<file path="config.mk">
export PLATFORM = sky130hd
export DESIGN_NAME = booth_macc_seq
export DESIGN_NICKNAME = d
export VERILOG_FILES = /design/src/rtl/booth_macc_seq.sv
export SDC_FILE = /design/constraint.sdc
export NUM_CORES = 1
export LEC_CHECK = 0
export BUFFER_PORTS_ARGS = -buffer_cell sky130_fd_sc_hd__buf_2
export CAP_MARGIN = 20
export CORE_MARGIN = 2
export CORE_UTILIZATION = 35
export CTS_BUF_LIST = sky130_fd_sc_hd__clkbuf_8
export DETAILED_ROUTE_END_ITERATION = 6
export PLACE_DENSITY_LB_ADDON = 0.12
export SYNTH_ARGS = -nofsm -noshare
export SYNTH_HDL_FRONTEND = slang
export SYNTH_SLANG_ARGS = --single-unit
</file>
<file path="constraint.sdc">
create_clock -name clk -period 6.2 [get_ports clk]
set_input_delay 0.93 -clock clk [delete_from_list [all_inputs] [get_ports clk]]
set_output_delay 0.93 -clock clk [all_outputs]
set_load 0.01 [all_outputs]
</file>
<file path="src/rtl/booth_macc_seq.sv">
// booth_macc_seq: iterative radix-4 Booth multiply-accumulate unit.
// One Booth digit of y is folded into the 2W-bit product per clock. The
// finished product is then added into a signed ACC_W-bit accumulator, which
// has group clear and a sticky signed-overflow flag.
//
// state | meaning
// ------+--------------------------------------------------------------
// IDLE  | in_ready=1, waiting for an operand pair
// MUL   | one Booth digit per cycle, k = 0 .. W/2-1
// ACC   | add the product into the accumulator (clear first if clr)
// DONE  | out_valid=1, result/ovf held until out_ready
module booth_macc_seq #(
    parameter int W     = 8,
    parameter int ACC_W = 2*W+8
) (
    input  logic             clk,
    input  logic             rst,
    input  logic             in_valid,
    output logic             in_ready,
    input  logic [W-1:0]     x,
    input  logic [W-1:0]     y,
    input  logic             clr,
    input  logic             last,
    output logic             out_valid,
    input  logic             out_ready,
    output logic [ACC_W-1:0] result,
    output logic             ovf
);

    localparam int ND = W/2;
    localparam int KW = $clog2(ND);
    localparam int PW = 2*W;

    typedef enum logic [1:0] {IDLE, MUL, ACC, DONE} state_t;

    state_t           state;
    logic [W-1:0]     x_q;
    logic [W-1:0]     y_q;
    logic             clr_q;
    logic             last_q;
    logic [PW-1:0]    prod;
    logic [KW-1:0]    k;
    logic [ACC_W-1:0] acc;

    logic [W:0]       y_ext;
    logic [KW:0]      sh;
    logic [2:0]       trip;
    logic [W:0]       mag;
    logic             neg;
    logic [W:0]       pp;
    logic [PW-1:0]    pp_sh;
    logic [PW-1:0]    cin_sh;
    logic [PW-1:0]    prod_next;

    logic [ACC_W-1:0] base;
    logic [ACC_W-1:0] prod_sx;
    logic [ACC_W-1:0] sum;
    logic             ovf_step;

    // Booth recoding of digit k and the shifted partial product. The
    // negative digits use the one's complement; the +1 carry-in is added
    // at the same weight so no separate W+1-bit negator is needed.
    always_comb begin
        y_ext = {y_q, 1'b0};
        sh    = {k, 1'b0};
        trip  = y_ext[sh +: 3];
        mag   = '0;
        neg   = 1'b0;
        case (trip)
            3'b001, 3'b010: mag = {x_q[W-1], x_q};
            3'b011:         mag = {x_q, 1'b0};
            3'b100: begin
                mag = {x_q, 1'b0};
                neg = 1'b1;
            end
            3'b101, 3'b110: begin
                mag = {x_q[W-1], x_q};
                neg = 1'b1;
            end
            default: mag = '0;
        endcase
        pp        = neg ? ~mag : mag;
        pp_sh     = {{(PW-W-1){pp[W]}}, pp} << sh;
        cin_sh    = {{(PW-1){1'b0}}, neg} << sh;
        prod_next = prod + pp_sh + cin_sh;
    end

    // Accumulator adder with signed-overflow detection on the two addends.
    always_comb begin
        base     = clr_q ? '0 : acc;
        prod_sx  = ACC_W'($signed(prod));
        sum      = base + prod_sx;
        ovf_step = (base[ACC_W-1] == prod_sx[ACC_W-1]) &&
                   (sum[ACC_W-1] != base[ACC_W-1]);
    end

    // Control FSM and datapath registers.
    always_ff @(posedge clk) begin
        if (rst) begin
            state     <= IDLE;
            x_q       <= '0;
            y_q       <= '0;
            clr_q     <= 1'b0;
            last_q    <= 1'b0;
            prod      <= '0;
            k         <= '0;
            acc       <= '0;
            ovf       <= 1'b0;
            out_valid <= 1'b0;
        end else begin
            case (state)
                IDLE: begin
                    if (in_valid) begin
                        x_q    <= x;
                        y_q    <= y;
                        clr_q  <= clr;
                        last_q <= last;
                        prod   <= '0;
                        k      <= '0;
                        state  <= MUL;
                    end
                end
                MUL: begin
                    prod <= prod_next;
                    if (k == KW'(ND-1)) begin
                        state <= ACC;
                    end else begin
                        k <= k + KW'(1);
                    end
                end
                ACC: begin
                    acc <= sum;
                    ovf <= (clr_q ? 1'b0 : ovf) | ovf_step;
                    if (last_q) begin
                        state     <= DONE;
                        out_valid <= 1'b1;
                    end else begin
                        state <= IDLE;
                    end
                end
                DONE: begin
                    if (out_ready) begin
                        state     <= IDLE;
                        out_valid <= 1'b0;
                    end
                end
                default: state <= IDLE;
            endcase
        end
    end

    assign in_ready = (state == IDLE) && !rst;
    assign result   = acc;

endmodule

</file>
==> impl_metrics.json, run 1 <==
{
  "coreArea_um2": 13900,
  "dieArea_um2": 15300,
  "drive_gt1_share_pct": 13.4,
  "drt_wl_total_um": 12500,
  "cp_top_family": "compound AO/OA/AOI/OAI gates",
  "worstMarginPinSlew_ps": 892,
  "dieHeight_um": 124,
  "synth_top_area_share_pct": 25.5,
  "final_net_count": 750,
  "drc": 0,
  "wl_per_cell_um": 14.6,
  "initial_core_util_pct": 36.0,
  "p_sw_mw": 0.363,
  "grt_start_max_net_pins": 75,
  "critPathBufInv": 2,
  "p_seq_share_pct": 42.2,
  "p_leak_nw": 2.51,
  "synthTopCellsByArea": "dfxtp_1 26%, ha_1 13%, a21oi_1 8.4%",
  "min_period_ps": 5320,
  "cts_setup_buffers": 0,
  "synth.most_common_cell": "nand2_1",
  "synth_seq_cells": 64,
  "boundaryPins": 49,
  "routabilityCongestion": 0.856,
  "worstPathRequired_ps": 6490,
  "synth_edf_count": 0,
  "cp.arrival_ps": 5610,
  "pwr-share-comb_pct": 23.2,
  "start_kind": "flip-flop",
  "synthArstFlopShare_pct": 0,
  "cts_resized": 0,
  "insertion_delay_ps": 360,
  "maxCapViolations": 0,
  "yosysSeqAreaShare_pct": 25.5,
  "fillers": 1449,
  "antenna_left": 0,
  "cts_tree": "built",
  "post-route-period-util_pct": 85.9,
  "drtIter0Drc": 257,
  "power.internal_mw": 0.716,
  "die_w_um": 124,
  "ys.flop_type": "dfxtp_1",
  "fin_skew_ps": 10.2,
  "clk_pin_slew_ps": 80,
  "mappedNetlistArea_um2": 5020,
  "syn_to_final_growth_pct": 11.9,
  "yosysTopAreaCell": "dfxtp_1",
  "antenna_found_initial": 0,
  "grt_first_pass_wirelength_um": 20100,
  "htree_levels": 3,
  "multiInputGateArea_um2": 3550,
  "vdd_ir_drop_max_mv": 0.0820,
  "critPathMaxStageDelay_ps": 590,
  "synth_nets": 718,
  "finalSetupViolations": 0,
  "final-max-slew-violation-count": 0,
  "num_vias": 4512,
  "synthCells": 637,
  "hold_buffers": 0,
  "cts-root-buf": "clkbuf_8",
  "min_path_type": "reg2reg",
  "cts_buffers": 9,
  "register_area_um2": 1280,
  "yosys_warnings": 0,
  "synth_common_cells": "89 x nand2_1, 84 x a21oi_1, 64 x dfxtp_1, 53 x ha_1, 37 x nor2_1",
  "fmax_ghz": 0.188,
  "cp-end-kind": "flip-flop",
  "max_slew_margin_pct": 40.5,
  "instances_no_fill": 854,
  "path_class": "reg2reg",
  "tns_ps": 0,
  "dp.cells": 838,
  "swShare_pct": 33.7,
  "rsz0062_at_grt": "false",
  "ys_types": 55,
  "overflow": 0,
  "first_pass_iters": 5,
  "cts.sinks": 64,
  "grt_pass1_vias": 4189,
  "crit_path_top_delay_cell": "mux4_2",
  "crit_chain": "mux4_2 > ha_1 > o31ai_2 > buf_4 > xor2_1 > a21oi_1 > or2_2 > fa_1 > inv_1 > fa_1 > a21oi_1 > o21bai_1 > a2111oi_2 > o211ai_1 > a41oi_2 > xnor2_2 > or3_1 > a21oi_1",
  "hold_viol": 0,
  "rows": 43,
  "grt_usage_pct": 16.7,
  "syn_avg_cell_area_um2": 7.88,
  "worst_path_most_repeated_cell": "a21oi_1",
  "power_mw": 1.08,
  "place.port_buffers": 48,
  "n_antenna_cell": 0,
  "cts.path.max_buffers": 2,
  "critical_path.max_fanout": 8,
  "power.share.clock_pct": 34.7,
  "viasPerCell": 5.28,
  "dp_hpwl_um": 9060,
  "outcome": "finished, final reports clean",
  "power.density_nw_per_um2": 192
}
==> worst reg2reg max path: cells and delay by family (launching register included) <==
kind	cells	cell delay (ps)
multiplexers	1	590
AND/OR/NAND/NOR	2	600
AO/OA/AOI/OAI	8	1770
flip-flops	1	530
adder cells (fa/ha/maj)	3	1170
buffers and inverters	2	280
XOR/XNOR	2	320
==> layout make-up <==
type                    instances  area share, %
well taps                     180           4.01
flip-flops and latches         64           22.8
multi-input cells             523           63.2
repair buffers                 58           5.61
inverters                      13          0.869
clock buffers                   9           2.21
clock inverters                 7           1.29
==> kinds of logic after synthesis <==
family / synth area share, %
and+or+nand+nor: 22.1
buffers and inverters: 3.86
adders and majority gates: 15.6
xor gates and xnor gates: 6.58
muxes: 3.04
DFF: 25.5
AOI/OAI and AO/OA: 23.3
==> final timing paths <==
path	cells after the start	start	slack [ps]	end
hold reg to reg	2	y_q[6]	460	y_q[6]
setup / recovery	18	k[0]	880	prod[15]
setup reg to reg	18	k[0]	880	prod[15]
hold / removal	2	y_q[6]	460	y_q[6]
==> registers in the layout, indices dropped and copies added (netlist names) <==
name / flops
out_valid: 1
state: 2
prod: 16
ovf: 1
x_q: 8
last_q: 1
y_q: 8
result: 24
clr_q: 1
k: 2
==> layer usage <==
metal	part of all wire [%]	GRT usage, %
met1	50	22.1
met2	47	27.1
met3	2.6	2.75
met4	1.1	6.61
met5	0	0
==> metrics by stage <==
stage	hold slack (ps)	worst slack (ps)	cell area (um^2)	util, %
after global placement	446	954	5410	38.8
after detailed placement	451	873	5420	38.9
final	458	877	5620	40.3
after CTS	463	827	5620	40.3
after global routing	483	440	5620	40.3
after floorplan	433	558	5020	-
==> power by group through the flow <==
stage / clock network, mW / logic, mW / registers (mW)
final: 0.374 / 0.250 / 0.455
after global routing: 0.408 / 0.282 / 0.459
after CTS: 0.389 / 0.252 / 0.455
after detailed placement: 0 / 0.250 / 0.465
after global placement: 0 / 0.248 / 0.464
after floorplan: 0 / 0.197 / 0.453
==> layout by cell type, fill, tap and decap left out, drive strengths merged, types with 5 or more instances in the layout <==
| master | count |
|---|---|
| nand2 | 89 |
| a21oi | 84 |
| dfxtp | 64 |
| buf | 58 |
| ha | 53 |
| nor2 | 37 |
| nor2b | 30 |
| xnor2 | 23 |
| o21ai | 20 |
| nand3 | 19 |
| a21o | 13 |
| inv | 13 |
| xor2 | 13 |
| a211oi | 12 |
| nor3 | 11 |
| nand2b | 10 |
| a22oi | 9 |
| clkbuf | 9 |
| a31oi | 8 |
| o21a | 8 |
| mux2i | 7 |
| o21bai | 7 |
| nor3b | 6 |
| fa | 6 |
| o211ai | 5 |
| or3 | 5 |
| nand3b | 5 |
(Power assumes the default switching activity.)
==> run 2, diff against run 1 <==
--- a/config.mk
+++ b/config.mk
@@ -8,7 +8,7 @@
 export BUFFER_PORTS_ARGS = -buffer_cell sky130_fd_sc_hd__buf_2
 export CAP_MARGIN = 20
 export CORE_MARGIN = 2
-export CORE_UTILIZATION = 35
+export CORE_UTILIZATION = 50
 export CTS_BUF_LIST = sky130_fd_sc_hd__clkbuf_8
 export DETAILED_ROUTE_END_ITERATION = 6
 export PLACE_DENSITY_LB_ADDON = 0.12
==> impl_metrics.json, run 2 (synthesis results as in run 1) <==
{
  "outcome": "finished, final reports clean",
  "cts_tree": "built",
  "largest_register_ffs": 24,
  "grt_pass1_vias": 4203,
  "mostFrequentLayoutCells": "89 x nand2_1, 84 x a21oi_1, 64 x dfxtp_1, 53 x ha_1, 48 x buf_2",
  "grt_usage_pct": 22.3,
  "final-max-slew-violation-count": 0,
  "max_slew_margin_pct": 35.3,
  "initial_core_util_pct": 51.4,
  "critPathCapture": "prod[15]",
  "critical_path.max_fanout": 28,
  "reg2reg_depth": 22,
  "p_leak_nw": 2.50,
  "startpoint": "k[0]",
  "cts.path.max_buffers": 2,
  "clk_pin_slew_ps": 80,
  "grt_start_max_net_pins": 75,
  "drt_wl_total_um": 11800,
  "die_w_um": 104,
  "use_met1_pct": 28.7,
  "rsz0062_at_grt": "false",
  "vdd_ir_drop_max_mv": 0.104,
  "post-route-period-util_pct": 87.3,
  "use_met2_pct": 38.6,
  "cts_resized": 0,
  "viasPerCell": 5.66,
  "fillers": 971,
  "cts_setup_buffers": 0,
  "hold_viol": 0,
  "maxCapViolations": 0,
  "routabilityCongestion": 0.833,
  "rows": 36,
  "mostFrequentLayoutCell": "nand2_1",
  "register_area_um2": 1280,
  "num_vias": 4554,
  "cp-end-kind": "flip-flop",
  "dp.cells": 789,
  "grt_util_met3_pct": 3.88,
  "syn_to_final_growth_pct": 10.4,
  "path_class": "reg2reg",
  "multiInputGateArea_um2": 3550,
  "rr_startpoint": "k[0]",
  "dieHeight_um": 104,
  "worstMarginPinSlew_ps": 968,
  "fin_skew_ps": 9.53,
  "rrSetupSlack_ps": 790,
  "overflow": 0,
  "cts.sinks": 64,
  "start_kind": "flip-flop",
  "htree_levels": 3,
  "place.port_buffers": 48,
  "min_period_ps": 5410,
  "power.density_nw_per_um2": 193,
  "n_antenna_cell": 0,
  "drc": 0,
  "holdWs_ps": 459,
  "finalSetupViolations": 0,
  "dieArea_um2": 10900,
  "dp_hpwl_um": 8590,
  "hold_buffers": 0,
  "tns_ps": 0,
  "final_net_count": 748,
  "antenna_found_initial": 0,
  "cts_buffers": 9,
  "boundaryPins": 49,
  "coreArea_um2": 9770,
  "cp.arrival_ps": 5700,
  "grt_first_pass_wirelength_um": 19900,
  "antenna_left": 0,
  "min_path_type": "reg2reg",
  "fin_util_pct": 56.7,
  "wl_per_cell_um": 14.7,
  "insertion_delay_ps": 350,
  "cts-root-buf": "clkbuf_8",
  "fmax_ghz": 0.185,
  "worstPathRequired_ps": 6480,
  "drtIter0Drc": 210,
  "worstReg2RegEnd": "prod[15]",
  "first_pass_iters": 4,
  "top_usage_layer": "met2",
  "drive_gt1_share_pct": 12.9,
  "instances_no_fill": 805
}
## run 2: how the worst min path moves through the flow
stage,slack (ps),start,cells after the start,endpoint
global placement,450,result[5],2,result[5]
CTS,460,result[7],2,result[7]
floorplan,430,y_q[4],2,y_q[4]
detailed placement,450,result[11],2,result[11]
global route,490,result[11],2,result[11]
finish,460,result[5],2,result[5]
## run 2: cell type report
cell class | instances | area share (%)
Clock buffer | 10 | 2.48
Clock inverter | 6 | 1.08
Inverter | 13 | 0.880
Multi-Input combinational cell | 523 | 64.0
Sequential cell | 64 | 23.1
Tap cell | 133 | 3.00
Timing Repair Buffer | 56 | 5.42
## run 2: critical path: stages (launching register included)
cell       delay, ps
dfxtp_1          400
buf_4            300
nor2b_1          110
a22oi_1          240
inv_1            120
ha_1             210
mux2_4           320
a22oi_1          190
xnor2_1          140
nor2_1           110
a21oi_1           60
or2_2            300
fa_1             500
inv_1             70
fa_1             460
a21oi_1          170
o21bai_1         130
a2111oi_2        480
o211ai_1         230
a41oi_2          270
xnor2_2          100
or3_1            310
a21oi_1          140
## run 2: metrics by stage
stage	worst slack [ps]	area, um^2	power (mW)
floorplan	558	5020	0.650
global placement	955	5350	0.706
detailed placement	760	5350	0.712
finish	785	5540	1.07
CTS	747	5540	1.09
global route	277	5540	1.14
## run 2: where the power goes
group / internal (mW) / switching [mW]
logic: 0.0987 / 0.152
registers: 0.430 / 0.0218
clock network: 0.194 / 0.175
## run 2: per-layer routing
layer / vias up / part of all wire (%)
met1: 2136 / 47
met4: 0 / 1.3
met3: 15 / 3.3
li1: 2332 / -
met2: 71 / 49
met5: - / 0
==> run 3, diff against run 2 <==
--- a/config.mk
+++ b/config.mk
@@ -5,6 +5,7 @@
 export SDC_FILE = /design/constraint.sdc
 export NUM_CORES = 1
 export LEC_CHECK = 0
+export ABC_AREA = 1
 export BUFFER_PORTS_ARGS = -buffer_cell sky130_fd_sc_hd__buf_2
 export CAP_MARGIN = 20
 export CORE_MARGIN = 2
==> impl_metrics.json, run 3 <==
{
  "outcome": "finished, final reports clean",
  "max_slew_margin_pct": 37.1,
  "first_pass_iters": 7,
  "grt_pass1_vias": 4951,
  "antenna_found_initial": 0,
  "synth_edf_count": 0,
  "tns_ps": 0,
  "hold_buffers": 0,
  "worstHoldPathCells": 2,
  "place.port_buffers": 48,
  "fin_skew_ps": 11.8,
  "grt_start_max_net_pins": 44,
  "dp_hpwl_um": 10700,
  "worstMarginPinSlew_ps": 941,
  "initial_core_util_pct": 51.7,
  "synthTopCellsByArea": "dfxtp_1 24%, ha_1 12%, nand2_1 11%",
  "drt_wl_total_um": 13800,
  "overflow": 0,
  "worstPathRequired_ps": 6420,
  "mappedNetlistArea_um2": 5360,
  "maxCapViolations": 0,
  "drc": 0,
  "fmax_ghz": 0.205,
  "postLayoutSetupSlackWorst_ps": 1320,
  "syn_to_final_growth_pct": 10.2,
  "synthCells": 822,
  "final_net_count": 941,
  "coreArea_um2": 10400,
  "crit_chain": "inv_2 > a32oi_1 > inv_1 > ha_1 > nor3_2 > nor2_8 > inv_4 > xor2_1 > nand2_1 > nand3_1 > o21ai_1 > fa_1 > ha_1 > nand2_1 > o21bai_1 > a21oi_1 > or2_2 > nand3_1 > a21oi_1",
  "synthArstFlopShare_pct": 0,
  "rows": 37,
  "htree_levels": 3,
  "start_kind": "flip-flop",
  "mostFrequentLayoutCell": "nand2_1",
  "power_mw": 1.93,
  "finalSetupViolations": 0,
  "ys_types": 49,
  "viasPerCell": 5.23,
  "synth_nets": 903,
  "instances_no_fill": 1000,
  "power.density_nw_per_um2": 327,
  "synth_seq_cells": 64,
  "critPathBufInv": 3,
  "yosysTopAreaCell": "dfxtp_1",
  "mostFrequentLayoutCells": "154 x nand2_1, 114 x inv_1, 96 x nor2_1, 90 x a21oi_1, 64 x dfxtp_1",
  "path_class": "reg2reg",
  "rsz0062_at_grt": "false",
  "min_path_type": "reg2reg",
  "boundaryPins": 49,
  "ys.flop_type": "dfxtp_1",
  "place_area_um2": 5680,
  "reg2reg_depth": 19,
  "min_period_ps": 4880,
  "cp_top_family": "simple AND/OR/NAND/NOR gates",
  "final_area_um2": 5910,
  "clk_pin_slew_ps": 90,
  "cp-end-kind": "flip-flop",
  "num_vias": 5233,
  "wl_per_cell_um": 13.8,
  "grt_first_pass_wirelength_um": 23700,
  "synth_top_area_share_pct": 23.9,
  "cts-root-buf": "clkbuf_8",
  "dp.cells": 983,
  "p_leak_nw": 3.07,
  "crit_path_top_delay_cell": "dfxtp_1",
  "routabilityCongestion": 0.945,
  "cts.path.max_buffers": 2,
  "largest_register_ffs": 24,
  "cts_tree": "built",
  "pre_cts_ws_ps": 1370,
  "yosysSeqAreaShare_pct": 23.9,
  "crit_cells": 19,
  "grt_usage_pct": 25.8,
  "critical_path.max_fanout": 20,
  "cts.sinks": 64,
  "n_antenna_cell": 0,
  "cts_setup_buffers": 0,
  "syn_avg_cell_area_um2": 6.52,
  "drive_gt1_share_pct": 10.9,
  "drtIter0Drc": 329,
  "dieHeight_um": 108,
  "cts_buffers": 9,
  "synth.most_common_cell": "nand2_1",
  "hold_viol": 0,
  "synth_common_cells": "154 x nand2_1, 114 x inv_1, 96 x nor2_1, 90 x a21oi_1, 64 x dfxtp_1",
  "cp.arrival_ps": 5110,
  "cts_resized": 0,
  "die_w_um": 108,
  "dieArea_um2": 11600,
  "yosys_warnings": 0,
  "final-max-slew-violation-count": 0,
  "post-route-period-util_pct": 78.8,
  "insertion_delay_ps": 360,
  "critPathMaxStageDelay_ps": 820,
  "vdd_ir_drop_max_mv": 0.173,
  "antenna_left": 0
}
-- run 3: cell types whose count changed in the layout (fill, tap and decap cells not counted), sizes merged, moves of 18 or more --
cell   previous run  this run
inv              14       118
nand3            19        56
nor2b            30         0
nand2            89       160
nor2             37        98
xnor2            23         5
o21ai            20        70
-- run 3: worst reg2reg max path, stage by stage (launching register included) --
cell      delay (ps)
dfxtp_1          820
inv_2            270
a32oi_1          360
inv_1            120
ha_1             210
nor3_2           340
nor2_8           100
inv_4            120
xor2_1           210
nand2_1          110
nand3_1          120
o21ai_1          100
fa_1             480
ha_1             380
nand2_1           80
o21bai_1         320
a21oi_1          170
or2_2            300
nand3_1           60
a21oi_1           60
-- run 3: worst paths after layout --
check | end | slack (ps) | startpoint
setup / recovery | prod[10] | 1320 | k[1]
hold / removal | out_valid | 480 | out_valid
setup reg to reg | prod[10] | 1320 | k[1]
hold reg to reg | out_valid | 480 | out_valid
-- run 3: cell type report --
class,instances,area (um^2)
inverters,119,454
clock buffers,10,138
fillers,1099,4460
repair buffers,52,290
clock inverters,5,57.6
multi-input cells,614,3510
flip-flops and latches,64,1280
well taps,136,170
-- run 3: power by group --
group | internal (mW) | leakage, nW | switching, mW
logic | 0.355 | 2.46 | 0.631
registers | 0.489 | 0.524 | 0.0807
clock network | 0.194 | 0.0904 | 0.183
total | 1.04 | 3.07 | 0.894
-- run 3: kinds of logic (layout without fill, tap and decap cells) --
logic type / Yosys count / after routing / synth area share [%]
fa+ha+maj: 59 / 59 / 14.6
compound gates: 193 / 193 / 19.8
simple gates: 341 / 341 / 27.7
flops: 64 / 64 / 23.9
xor+xnor: 21 / 21 / 3.43
buf+inv: 144 / 186 / 10.5
-- run 3: layer usage --
layer / GRT usage, % / part of all wire, % / routed length, um / vias up
met5: 0 / 0 / 0 / -
met4: 6.32 / 0.81 / 112 / 0
met3: 4.12 / 5.6 / 775 / 11
met2: 39.4 / 42 / 5800 / 127
met1: 37.7 / 51 / 7080 / 2328
li1: - / - / - / 2767
-- run 3: metrics by stage --
stage,utilization [%],hold WS [ps]
after floorplan,-,445
after CTS,56.6,482
after detailed placement,54.7,465
after global placement,54.7,463
after global routing,56.9,501
final,56.9,481
